[src/rtl/my_ws2812_pkg.sv]
// rtl/my_ws2812_pkg.sv - shared sizes, GRB field positions and swap FSM states
package my_ws2812_pkg;
  localparam int N_LEDS  = 64;
  localparam int ADDR_W  = 6;
  localparam int COLOR_W = 24;

  localparam int G_HI = 23;
  localparam int G_LO = 16;
  localparam int R_HI = 15;
  localparam int R_LO = 8;
  localparam int B_HI = 7;
  localparam int B_LO = 0;

  typedef enum logic {
    SWAP_IDLE    = 1'b0,
    SWAP_PENDING = 1'b1
  } swap_state_t;
endpackage

[src/rtl/my_ws2812_fb_ram.sv]
// rtl/my_ws2812_fb_ram.sv - one frame bank: simple dual-port RAM with registered read
module my_ws2812_fb_ram
  import my_ws2812_pkg::*;
#(
  parameter int DEPTH = N_LEDS,
  parameter int AW    = ADDR_W,
  parameter int WIDTH = COLOR_W
) (
  input  logic             clk,
  input  logic             we,
  input  logic [AW-1:0]    waddr,
  input  logic [WIDTH-1:0] wdata,
  input  logic             re,
  input  logic [AW-1:0]    raddr,
  output logic [WIDTH-1:0] rdata
);
  logic [WIDTH-1:0] mem [DEPTH];

  always_ff @(posedge clk) begin
    if (we) mem[waddr] <= wdata;
    if (re) rdata <= mem[raddr];
  end
endmodule

[src/rtl/my_ws2812_fb.sv]
// rtl/my_ws2812_fb.sv - double-buffered ws2812 frame buffer with frame-aligned swap and brightness scaling
module my_ws2812_fb #(
  parameter int N_LEDS = my_ws2812_pkg::N_LEDS,
  parameter int ADDR_W = my_ws2812_pkg::ADDR_W
) (
  input  logic                              clk,
  input  logic                              rst,
  input  logic                              wr_valid,
  output logic                              wr_ready,
  input  logic [ADDR_W-1:0]                 wr_addr,
  input  logic [my_ws2812_pkg::COLOR_W-1:0] wr_color,
  input  logic                              commit,
  input  logic [7:0]                        bright,
  output logic                              swap_ack,
  input  logic [ADDR_W-1:0]                 leddata_addr,
  input  logic                              leddata_start,
  output logic [my_ws2812_pkg::COLOR_W-1:0] leddata_color
);
  import my_ws2812_pkg::*;

  swap_state_t        state, state_nxt;
  logic               start_d, fetch_start, swap_now, front_sel, wr_ok;
  logic [7:0]         bright_r;
  logic               s1_valid, s1_bank, s1_oob;
  logic [ADDR_W-1:0]  s1_addr;
  logic               s2_valid, s2_bank, s2_oob;
  logic [COLOR_W-1:0] rd0, rd1, rd_sel;

  function automatic logic [7:0] scale_ch(input logic [7:0] ch, input logic [7:0] b);
    logic [15:0] prod;
    prod = 16'(ch) * 16'({1'b0, b} + 9'd1);
    return 8'(prod >> 8);
  endfunction

  function automatic logic [COLOR_W-1:0] scale_grb(input logic [COLOR_W-1:0] c, input logic [7:0] b);
    return {scale_ch(c[G_HI:G_LO], b), scale_ch(c[R_HI:R_LO], b), scale_ch(c[B_HI:B_LO], b)};
  endfunction

  assign fetch_start = leddata_start && !start_d;
  assign wr_ready    = (state == SWAP_IDLE);
  assign wr_ok       = wr_valid && wr_ready && (32'(wr_addr) < N_LEDS);
  assign rd_sel      = s2_bank ? rd1 : rd0;

  always_comb begin
    state_nxt = state;
    swap_now  = 1'b0;
    case (state)
      SWAP_IDLE:    if (commit) state_nxt = SWAP_PENDING;
      SWAP_PENDING: if (fetch_start && leddata_addr == '0) begin
        swap_now  = 1'b1;
        state_nxt = SWAP_IDLE;
      end
      default:      state_nxt = SWAP_IDLE;
    endcase
  end

  always_ff @(posedge clk) begin
    if (rst) begin
      state         <= SWAP_IDLE;
      start_d       <= 1'b0;
      front_sel     <= 1'b0;
      bright_r      <= 8'hFF;
      swap_ack      <= 1'b0;
      s1_valid      <= 1'b0;
      s2_valid      <= 1'b0;
      leddata_color <= '0;
    end else begin
      state    <= state_nxt;
      start_d  <= leddata_start;
      swap_ack <= swap_now;
      if (swap_now) begin
        front_sel <= ~front_sel;
        bright_r  <= bright;
      end
      s1_valid <= fetch_start;
      s2_valid <= s1_valid;
      if (s2_valid) leddata_color <= s2_oob ? '0 : scale_grb(rd_sel, bright_r);
    end
  end

  // The fetch that triggers a swap must already read the new front bank.
  always_ff @(posedge clk) begin
    if (fetch_start) begin
      s1_addr <= leddata_addr;
      s1_bank <= front_sel ^ swap_now;
      s1_oob  <= (32'(leddata_addr) >= N_LEDS);
    end
    s2_bank <= s1_bank;
    s2_oob  <= s1_oob;
  end

  my_ws2812_fb_ram #(.DEPTH(N_LEDS), .AW(ADDR_W), .WIDTH(COLOR_W)) u_bank0 (
    .clk   (clk),
    .we    (wr_ok && front_sel),
    .waddr (wr_addr),
    .wdata (wr_color),
    .re    (s1_valid),
    .raddr (s1_addr),
    .rdata (rd0)
  );

  my_ws2812_fb_ram #(.DEPTH(N_LEDS), .AW(ADDR_W), .WIDTH(COLOR_W)) u_bank1 (
    .clk   (clk),
    .we    (wr_ok && !front_sel),
    .waddr (wr_addr),
    .wdata (wr_color),
    .re    (s1_valid),
    .raddr (s1_addr),
    .rdata (rd1)
  );
endmodule

[config.mk]
export PLATFORM = sky130hd
export DESIGN_NAME = my_ws2812_fb
export DESIGN_NICKNAME = d
export VERILOG_FILES = /design/src/rtl/my_ws2812_pkg.sv /design/src/rtl/my_ws2812_fb_ram.sv /design/src/rtl/my_ws2812_fb.sv
export SDC_FILE = /design/constraint.sdc
export NUM_CORES = 2
export LEC_CHECK = 0
export ABC_AREA = 1
export BUFFER_PORTS_ARGS = -buffer_cell sky130_fd_sc_hd__buf_2
export CORE_AREA = 2 2 551 553
export DETAILED_ROUTE_END_ITERATION = 8
export DIE_AREA = 0 0 553 555
export GPL_ROUTABILITY_DRIVEN = 0
export SETUP_SLACK_MARGIN = 0.3
export SLEW_MARGIN = 20
export SYNTH_ARGS = -nofsm -noshare
export SYNTH_HDL_FRONTEND = slang
export SYNTH_HIERARCHICAL = 1
export SYNTH_SLANG_ARGS = --single-unit
[constraint.sdc]
create_clock -name clk -period 8 [get_ports clk]
set_clock_uncertainty 0.2 [all_clocks]
set_input_delay 1.2 -clock clk [delete_from_list [all_inputs] [get_ports clk]]
set_output_delay 1.2 -clock clk [all_outputs]
set_load 0.01 [all_outputs]
==> flow_metrics.env <==
export IMPL_status="finished, final reports clean"
export IMPL_insertion_delay_ns=0.92
export IMPL_grtUsageTotal_pct=24.92
export IMPL_ir_worst_vdd_v=0.0001980
export IMPL_yosysUniqueCellTypes=39
export IMPL_via_per_inst=5.666
export IMPL_layout_drive_gt1_share_pct=7.967
export IMPL_port_buffers=74
export IMPL_p_seq_share_pct=51.3
export IMPL_cp_end_kind="register"
export IMPL_seq_area_frac_synth_pct=70.22
export IMPL_dp_cells=15290
export IMPL_grt_max_degree=252
export IMPL_final_cells=15920
export IMPL_rrSetupSlack_ns=1.40
export IMPL_p_sw_share_pct=23.27
export IMPL_worstHoldStart="leddata_addr[5]"
export IMPL_grt_overflow=0
export IMPL_clkSlewWorstSetupHoldPaths_ns=0.07
export IMPL_post_cts_setup_buffer_count=0
export IMPL_rsz0062_at_grt="false"
export IMPL_fin_crit_ns=6.598
export IMPL_cts_buffers=337
export IMPL_cts_buffer_depth=4
export IMPL_drv_cap=0
export IMPL_layout_cells_most_common_list="nand2_1, edfxtp_1, nand3_1"
export IMPL_synth_edf_count=3127
export IMPL_dr_total_vias=90210
export IMPL_io_pins=75
export IMPL_root_buffer="clkbuf_16"
export IMPL_cts_htree_levels=5
export IMPL_finalWirelength_um=391800
export IMPL_finalWorstSetupSlack_ns=1.402
export IMPL_timing_rr_end="leddata_color[22]"
export IMPL_p_switching_w=0.008298
export IMPL_hp_class="primary input to register"
export IMPL_postSynth_asyncResetShare_pct=0
export IMPL_tns_ns=0
export IMPL_start_kind="register"
export IMPL_fmaxAchievable_mhz=151.6
export IMPL_die_y_um=555
export IMPL_syn_area_mm2=0.1348
export IMPL_first_pass_iters=6
export IMPL_synth_top_area_cell="edfxtp_1"
export IMPL_dpl_hpwl_um=212100
export IMPL_cp_max_fo=23
export IMPL_powerDensity_mw_per_mm2=238.6
export IMPL_hold_slack_ns=0.2716
export IMPL_whs_endpoint="s1_addr[5]"
export IMPL_final_setup_viol_count=0
export IMPL_crit_arrival_ns=7.19
export IMPL_core_area_mm2=0.3013
export IMPL_syn2layout_area_growth_pct=10.85
export IMPL_grt_pass1_vias=85920
export IMPL_path_cells="ha_1 > nand3_2 > nand2_1 > inv_1 > nor2_1 > inv_1 > nor2_1 > fa_1 > fa_1 > fa_1 > inv_1 > fa_1 > inv_1 > ha_1 > nand2_1 > o21ai_0 > inv_1 > nor2_1 > nor2_1 > nand3_1 > nand2_1 > nor2_1 > nor2_1"
export IMPL_grt_pass1_wl_um=571800
export IMPL_worst_pin_slew_ns=1.224
export IMPL_synth_nets=11980
export IMPL_combPwrFrac_pct=6.4
export IMPL_synth_area_leaders="edfxtp_1, nand2_1, nand3_1, fa_1, buf_2"
export IMPL_slew_headroom_pct=18.43
export IMPL_slowest_stage="dfxtp_1"
export IMPL_cp_top_family="adder cells"
export IMPL_r2r_start="bright_r[0]"
export IMPL_synth_ff_latch_count=3166
export IMPL_worst_path_most_repeated_cell="nor2_1"
export IMPL_dp_slack_ns=1.698
export IMPL_syn_area_per_cell_um2=11.51
export IMPL_p_clk_share_pct=42.3
export IMPL_rows=202
export IMPL_hold_viol_final=0
export IMPL_worst_path_buf_inv=5
export IMPL_r2r_cells=23
export IMPL_ys_flop_type="edfxtp_1"
export IMPL_slew_violations=0
export IMPL_synth_warnings=6
export IMPL_p_int_w=0.02737
export IMPL_post_drt_wl_per_cell_um=24.61
export IMPL_syn_inst=11710
export IMPL_cts_sinks=3166
export IMPL_postRouteAntennaNets=0
export IMPL_fin_nets=11920
export IMPL_start_util_pct=44.76
export IMPL_crit_type="register to register"
export IMPL_leakagePower_nw=54.99
export IMPL_slowest_delay_ns=1.07
export IMPL_fin_crit_sh_pct=82.47
export IMPL_drt_iter0_markers=10250
export IMPL_cts_resized=0
export IMPL_required_ns=8.59
export IMPL_mostFrequentLayoutCell="nand2_1"
export IMPL_cts_tree="done"
export IMPL_antenna_found_initial=26
export IMPL_synth_top_cell_area_share_pct=69.64
export IMPL_postCtsHoldBufs=0
export IMPL_die_w_um=553
export IMPL_drcViolationCount=0
export IMPL_die_area_mm2=0.3069
export IMPL_hold_depth=1
-- cell families after synthesis --
group | synth area share (%)
DFF | 70.22
xor gates and xnor gates | 0.09001
buffers and inverters | 3.829
adders and majority gates | 2.682
AOI/OAI and AO/OA | 0.3777
and+or+nand+nor | 22.80
-- cell type report --
cell class              count  area, um^2
fillers                 26310      151800
clock inverters           205        1864
diodes                     20       50.05
inverters                 289        1145
multi-input cells        7551       35420
flip-flops and latches   3166       94680
well taps                3978        4977
repair buffers            308        2589
clock buffers             405        8731
-- how the worst max path moves through the flow --
stage,end,slack (ns),depth (start not counted),from
2_1_floorplan,u_bank1/mem[48][0],3.09,5,wr_valid
3_3_place_gp,leddata_color[20],1.70,23,bright_r[0]
3_5_place_dp,leddata_color[22],1.70,23,bright_r[0]
4_1_cts,leddata_color[22],1.64,23,bright_r[0]
5_1_grt,leddata_color[22],1.12,23,bright_r[0]
6_report,leddata_color[22],1.40,23,bright_r[0]
-- per-layer routing --
metal	wire (um)	track usage (%)
met3	32030	3.625
met2	184300	40.40
met4	17000	10.25
met1	158400	33.77
met5	74	0
-- synth_stat cells, types with 4 or more instances --
cell / number
a21o_1: 5
a21oi_1: 38
buf_1: 56
buf_2: 348
buf_4: 61
buf_6: 90
buf_8: 8
clkbuf_1: 141
dfxtp_1: 39
edfxtp_1: 3127
fa_1: 120
ha_1: 97
inv_1: 276
inv_2: 9
nand2_1: 4071
nand2_2: 11
nand2_4: 8
nand3_1: 2663
nand4_1: 29
nor2_1: 392
nor3_1: 20
nor4_1: 17
o21ai_0: 35
o21ai_1: 6
or2_2: 6
xnor2_1: 4
xor2_1: 8
-- state kept, by name (all words and copies together) (netlist names), 6 cells and up --
register and cells:
u_bank1/mem 1536, u_bank1/rdata 24, bright_r 8, u_bank0/mem 1536, u_bank0/rdata 24, s1_addr 6, leddata_color 24
-- power by group through the flow --
| stage | sequential [W] | clock, W | combinational, W |
|---|---|---|---|
| floorplan | 0.0186 | 0 | 0.00126 |
| global placement | 0.0186 | 0 | 0.00223 |
| detailed placement | 0.0186 | 0 | 0.00226 |
| CTS | 0.0183 | 0.0153 | 0.00227 |
| global route | 0.0183 | 0.0159 | 0.00247 |
| finish | 0.0183 | 0.0151 | 0.00229 |
-- per-stage QoR --
step | utilization [%] | total power [W] | cell area [um^2]
floorplan | - | 0.01991 | 134800
global placement | 46.06 | 0.02087 | 138800
detailed placement | 46.06 | 0.02090 | 138800
CTS | 49.58 | 0.03587 | 149400
global route | 49.60 | 0.03669 | 149400
finish | 49.61 | 0.03567 | 149500
No activity file was read; power rests on OpenSTA's default activity.
